--- config.mk ---
export PLATFORM = sky130hd
export DESIGN_NAME = mux_rr_sequencer_flat
export DESIGN_NICKNAME = d
export VERILOG_FILES = /design/src/rtl/mux_rr_sequencer_pkg.sv /design/src/rtl/mux_rr_sequencer_if.sv /design/src/rtl/mux_rr_sequencer_rr_pick4.sv /design/src/rtl/mux_rr_sequencer.sv /design/src/flat_wrapper.sv
export SDC_FILE = /design/constraint.sdc
export NUM_CORES = 1
export LEC_CHECK = 0
export ABC_AREA = 1
export BUFFER_PORTS_ARGS = -buffer_cell sky130_fd_sc_hd__buf_2
export CORE_ASPECT_RATIO = 0.7
export CORE_MARGIN = 5
export CORE_UTILIZATION = 33
export DETAILED_ROUTE_END_ITERATION = 10
export PLACE_DENSITY = 0.63
export SLEW_MARGIN = 20
export SYNTH_ARGS = -nofsm -noshare
export SYNTH_HDL_FRONTEND = slang
export SYNTH_SLANG_ARGS = --single-unit
--- constraint.sdc ---
create_clock -name clk -period 2.4 [get_ports clk]
set_input_delay 0.48 -clock clk [delete_from_list [all_inputs] [get_ports clk]]
set_output_delay 0.48 -clock clk [all_outputs]
set_load 0.005 [all_outputs]
--- src/rtl/mux_rr_sequencer_pkg.sv ---
// Shared definitions for the mux round-robin sequencer: FSM state
// encoding, channel count, select width and a select-to-one-hot helper.
package mux_rr_sequencer_pkg;

   localparam int NUM_CH = 4;
   localparam int SEL_W  = 2;

   typedef enum logic [1:0] {
      ST_IDLE    = 2'd0,
      ST_CAPTURE = 2'd1,
      ST_WAIT    = 2'd2
   } state_t;

   function automatic logic [NUM_CH-1:0] sel_onehot(input logic [SEL_W-1:0] s);
      logic [NUM_CH-1:0] oh;
      oh    = '0;
      oh[s] = 1'b1;
      return oh;
   endfunction

endpackage

--- src/rtl/mux_rr_sequencer_if.sv ---
// Bus between the sequencer and its surroundings: channel requests and
// grants, the mux select/return path and the downstream valid/ready output.
interface mux_rr_sequencer_if
   import mux_rr_sequencer_pkg::*;
#(
   parameter int DATA_W = 4
);
   logic [NUM_CH-1:0] req;
   logic [DATA_W-1:0] mux_out;
   logic [SEL_W-1:0]  sel;
   logic [NUM_CH-1:0] gnt;
   logic [DATA_W-1:0] out_data;
   logic              out_valid;
   logic              out_ready;

   // sequencer side
   modport master (
      input  req, mux_out, out_ready,
      output sel, gnt, out_data, out_valid
   );

   // channels / mux / downstream side
   modport slave (
      output req, mux_out, out_ready,
      input  sel, gnt, out_data, out_valid
   );
endinterface

--- src/rtl/mux_rr_sequencer_rr_pick4.sv ---
// Combinational winner finder: first requesting channel scanning from
// i_ptr upward with 2-bit wrap. o_any is low when nobody requests.
module rr_pick4
   import mux_rr_sequencer_pkg::*;
(
   input  logic [NUM_CH-1:0] i_req,
   input  logic [SEL_W-1:0]  i_ptr,
   output logic [SEL_W-1:0]  o_winner,
   output logic              o_any
);

   // scan highest offset first so the nearest requester overwrites last
   always_comb begin
      logic [SEL_W-1:0] w_idx;
      o_winner = i_ptr;
      o_any    = |i_req;
      for (int k = NUM_CH-1; k >= 0; k--) begin
         w_idx = i_ptr + SEL_W'(k);
         if (i_req[w_idx]) o_winner = w_idx;
      end
   end

endmodule

--- src/rtl/mux_rr_sequencer.sv ---
// Round-robin sequencer in front of a 4x1 mux: picks a channel, drives
// sel, captures mux_out one cycle later and offers it over valid/ready.
// Build option: define FIXED_PRIO_EN to hold the pointer at 0, giving
// fixed priority with channel 0 highest.
module mux_rr_sequencer
   import mux_rr_sequencer_pkg::*;
#(
   parameter int               DATA_W  = 4,
   parameter logic [SEL_W-1:0] PTR_RST = '0
) (
   input logic                clk,
   input logic                rst,
   mux_rr_sequencer_if.master bus
);

`ifdef FIXED_PRIO_EN
   localparam logic [SEL_W-1:0] PTR_INIT = '0;
`else
   localparam logic [SEL_W-1:0] PTR_INIT = PTR_RST;
`endif

   state_t            r_state, w_state_nxt;
   logic [SEL_W-1:0]  r_ptr, w_ptr_nxt;
   logic [SEL_W-1:0]  r_sel, w_sel_nxt;
   logic [NUM_CH-1:0] r_gnt, w_gnt_nxt;
   logic [DATA_W-1:0] r_data, w_data_nxt;
   logic              r_valid, w_valid_nxt;
   logic [SEL_W-1:0]  w_winner;
   logic              w_any;

   rr_pick4 u_pick (
      .i_req    (bus.req),
      .i_ptr    (r_ptr),
      .o_winner (w_winner),
      .o_any    (w_any)
   );

   // next-state and register updates; gnt defaults low so it only pulses
   always_comb begin
      w_state_nxt = r_state;
      w_ptr_nxt   = r_ptr;
      w_sel_nxt   = r_sel;
      w_gnt_nxt   = '0;
      w_data_nxt  = r_data;
      w_valid_nxt = r_valid;
      case (r_state)
         ST_IDLE: begin
            if (w_any) begin
               w_sel_nxt   = w_winner;
               w_state_nxt = ST_CAPTURE;
            end
         end
         ST_CAPTURE: begin
            // unconditional: requesters hold req/data until their gnt
            w_data_nxt  = bus.mux_out;
            w_valid_nxt = 1'b1;
            w_gnt_nxt   = sel_onehot(r_sel);
`ifdef FIXED_PRIO_EN
            w_ptr_nxt   = '0;
`else
            w_ptr_nxt   = r_sel + SEL_W'(1);
`endif
            w_state_nxt = ST_WAIT;
         end
         ST_WAIT: begin
            // out_valid is always high here, so out_ready alone completes it
            if (bus.out_ready) begin
               w_valid_nxt = 1'b0;
               if (w_any) begin
                  w_sel_nxt   = w_winner;
                  w_state_nxt = ST_CAPTURE;
               end else begin
                  w_state_nxt = ST_IDLE;
               end
            end
         end
         default: w_state_nxt = ST_IDLE;
      endcase
   end

   // FSM state register
   always_ff @(posedge clk) begin
      if (rst) r_state <= ST_IDLE;
      else     r_state <= w_state_nxt;
   end

   // datapath registers; reset drops any in-flight beat without a gnt
   always_ff @(posedge clk) begin
      if (rst) begin
         r_ptr   <= PTR_INIT;
         r_sel   <= '0;
         r_gnt   <= '0;
         r_data  <= '0;
         r_valid <= 1'b0;
      end else begin
         r_ptr   <= w_ptr_nxt;
         r_sel   <= w_sel_nxt;
         r_gnt   <= w_gnt_nxt;
         r_data  <= w_data_nxt;
         r_valid <= w_valid_nxt;
      end
   end

   assign bus.sel       = r_sel;
   assign bus.gnt       = r_gnt;
   assign bus.out_data  = r_data;
   assign bus.out_valid = r_valid;

endmodule

--- src/flat_wrapper.sv ---
// flat-port wrapper written by rule: the top's interface ports become plain ports
module mux_rr_sequencer_flat import mux_rr_sequencer_pkg::*;
#(
   parameter int               DATA_W  = 4,
   parameter logic [SEL_W-1:0] PTR_RST = '0
)
  (clk, rst, bus_req, bus_mux_out, bus_out_ready, bus_sel, bus_gnt, bus_out_data, bus_out_valid);
  mux_rr_sequencer_if #(.DATA_W(DATA_W)) bus_i ();
  input logic clk;
  input logic rst;
  input wire logic [$bits(bus_i.req)-1:0] bus_req;
  input wire logic [$bits(bus_i.mux_out)-1:0] bus_mux_out;
  input wire logic [$bits(bus_i.out_ready)-1:0] bus_out_ready;
  output wire logic [$bits(bus_i.sel)-1:0] bus_sel;
  output wire logic [$bits(bus_i.gnt)-1:0] bus_gnt;
  output wire logic [$bits(bus_i.out_data)-1:0] bus_out_data;
  output wire logic [$bits(bus_i.out_valid)-1:0] bus_out_valid;
  assign bus_i.req = bus_req;
  assign bus_i.mux_out = bus_mux_out;
  assign bus_i.out_ready = bus_out_ready;
  assign bus_sel = bus_i.sel;
  assign bus_gnt = bus_i.gnt;
  assign bus_out_data = bus_i.out_data;
  assign bus_out_valid = bus_i.out_valid;
  mux_rr_sequencer #(.DATA_W(DATA_W), .PTR_RST(PTR_RST)) u_core (.clk(clk), .rst(rst), .bus(bus_i));
endmodule
==> reports/metrics.yaml <==
layout:
  seq_area_um2: 300
  antennaDiodeCount: 0
  drive_gt1_share_pct: 28.6
  multi_input_area_um2: 393
  area_delta_synth_final_pct: 20.6
  instances_no_fill: 172
  num-fill-cells: 243
  final_nets: 156
  fin_area_um2: 946
timing:
  fin_setup_tns_ps: 0
  worst_slew_pin_slew_ps: 445
  whs_ps: 382
  slew_headroom_pct: 70.3
  period_minus_slack_ps: 1440
  hold_viol: 0
  finalClockSkew_ps: 4.47
  post-route-period-util_pct: 60.1
  drv_slew: 0
  fmax_ghz: 0.693
  rsz0062_at_grt: "false"
  setup_viol: 0
power:
  p_leak_nw: 0.512
  worst_ir_drop_vdd_mv: 0.391
  powerDensity_nw_per_um2: 652
clocking:
  numClockSinks: 15
  clk_latency_ps: 290
  cts_buffers: 3
  htree_levels: 1
  hold_buffers: 0
  root_buffer: "clkbuf_4"
  cts_setup_buffers: 0
  clk_pin_slew_ps: 90
  clock_path_buffers: 2
  ctsResizeCount: 0
  tritoncts: "built"
setup_path:
  rr_endpoint: "u_core.bus.sel[0]"
  cp.required_ps: 2580
  timing.critical_path.from: "u_core.r_ptr[0]"
  arrival_ps: 1620
  cp_max_fo: 10
  timing.rr.start: "u_core.r_ptr[0]"
  cp-start-kind: "flip-flop"
  end_kind: "flip-flop"
  slowest_delay_ps: 610
  ff2ff_setup_slack_ps: 960
  worstSetupPathType: "reg -> reg"
  reg2regPathDepth: 9
  crit_chain: "nand2_1, nand3_1, nand2_1, inv_2, nand2_1, nand2_2, nand3_1, nand2_1, a21oi_2"
  slowest_stage: "dfxtp_1"
  path_common_cell: "nand2_1"
  crit_path_end: "u_core.bus.sel[0]"
floorplanning:
  die_w_um: 68.3
  die-area_um2: 3470
  ios: 22
  num_rows: 14
  die_h_um: 50.8
  initial_core_util_pct: 35.5
  core_area_um2: 2210
placed_design:
  portBuffers: 21
  dp_hpwl_um: 1300
  dpl-instance-area_um2: 918
  place.gp.congestion: 0.783
  dp.cells: 168
synthesis:
  syn_avg_cell_area_um2: 6.76
  yosys-top-cells-area: "dfxtp_1 38%, nand2_1 13%, nor2_1 8.1%"
  synth_cell_type_count: 18
  synth_top_family_by_area: "simple AND/OR/NAND/NOR gates"
  syn-num-nets: 131
  synthAdderAreaFrac_pct: 6.38
  synth_top_area_share_pct: 38.3
  ys_seq_elements: 15
  synth_compound_area_share_pct: 10.5
  syn_area_um2: 785
  synth-simple-area-share_pct: 33.2
  synth_top_area_cell: "dfxtp_1"
  synth_xor_area_share_pct: 0
  yosys-mux-area-fraction_pct: 0
  yosysSeqAreaShare_pct: 38.3
  syn_inst: 116
  synth_warnings: 0
job:
  drv_cap: 0
global_route:
  use_met2_pct: 14.9
  use_met1_pct: 14.1
  grt_overflow: 0
  grt-busiest-layer: "met2"
  grt.total_usage_pct: 10.4
  antenna_found_initial: 0
  grt_pass1_vias: 645
  grt_pass1_wl_um: 2740
  use_met3_pct: 4.91
  grt_max_degree: 11
min_path:
  min_path_type: "in -> reg"
drt:
  wirelength_um: 1610
  firstDrtPassIters: 4
  ant_nets: 0
  vias: 764
  first_iter_violations: 20
  drc_errors: 0
  via_per_inst: 4.44
  wl_per_cell_um: 9.38
outcome:
  status: "completed"
## state kept, by name (all words and copies together) (netlist names)
| name | flops |
|---|---|
| u_core.bus.gnt | 4 |
| u_core.bus.out_data | 4 |
| u_core.bus.sel | 2 |
| u_core.r_ptr | 2 |
| u_core.bus.out_valid | 1 |
| u_core.r_state | 2 |
## through the flow
stage | total power [mW] | setup WS, ps | util (%)
after global routing | 0.663 | 828 | 42.9
after global placement | 0.473 | 973 | 41.6
after CTS | 0.626 | 957 | 42.9
after floorplan | 0.428 | 1170 | -
after detailed placement | 0.477 | 948 | 41.6
final | 0.616 | 957 | 42.9
## logic make-up after synthesis
logic type                 Yosys count
buffers and inverters               21
DFF                                 15
AOI/OAI and AO/OA                   15
adders and majority gates            4
and+or+nand+nor                     61
## cell usage in the layout (no fill, tap or decap), types with 3 or more instances in the layout
cell	instances
inv_1	14
o21ai_0	6
a21oi_1	4
inv_2	5
clkbuf_4	3
nand2_1	27
nand2_2	6
buf_2	21
dfxtp_1	15
nand3_1	8
ha_1	4
o21ai_1	3
nor2_1	17
## area by class of cell
cell class | count | share of cell area, %
Clock buffer | 3 | 2.38
Timing Repair Buffer | 21 | 11.1
Clock inverter | 1 | 0.529
Tap cell | 32 | 4.23
Inverter | 20 | 8.47
Sequential cell | 15 | 31.7
Multi-Input combinational cell | 80 | 41.5
## per-layer routing
layer / vias up / share of wire, % / wire (um)
li1: 403 / - / -
met1: 341 / 47 / 760
met2: 20 / 45 / 721
met3: 0 / 8.1 / 131
met4: 0 / 0 / 0
met5: - / 0 / 0
## worst max-delay path, delay by kind of cell, from the launching register on
family	cells	cell delay [ps]
simple gates	7	630
buf+inv	1	40
compound gates	1	50
flops	1	610
## cells in the mapped netlist, drive strengths merged
cell	n
nor2	18
dfxtp	15
ha	4
o21ai	10
nor4	1
nand3	8
buf	1
a21oi	5
nor3	1
inv	20
nand2	33
## worst min-delay path by stage
stage	start	end	slack, ps	depth (start not counted)
3_5_place_dp	u_core.bus.out_valid	u_core.bus.out_valid	480	2
2_1_floorplan	u_core.bus.out_valid	u_core.bus.out_valid	480	2
3_3_place_gp	u_core.bus.out_valid	u_core.bus.out_valid	470	2
6_report	rst	u_core.r_state[0]	380	2
4_1_cts	rst	u_core.bus.out_valid	370	2
5_1_grt	rst	u_core.bus.out_valid	380	2
## where the power goes
group	internal (mW)	switching (mW)	leakage (nW)
registers	0.273	0.0265	0.123
clock network	0.0619	0.0839	0.0177
logic	0.0685	0.102	0.370
Note: power is estimated with default switching activity, not from simulation.
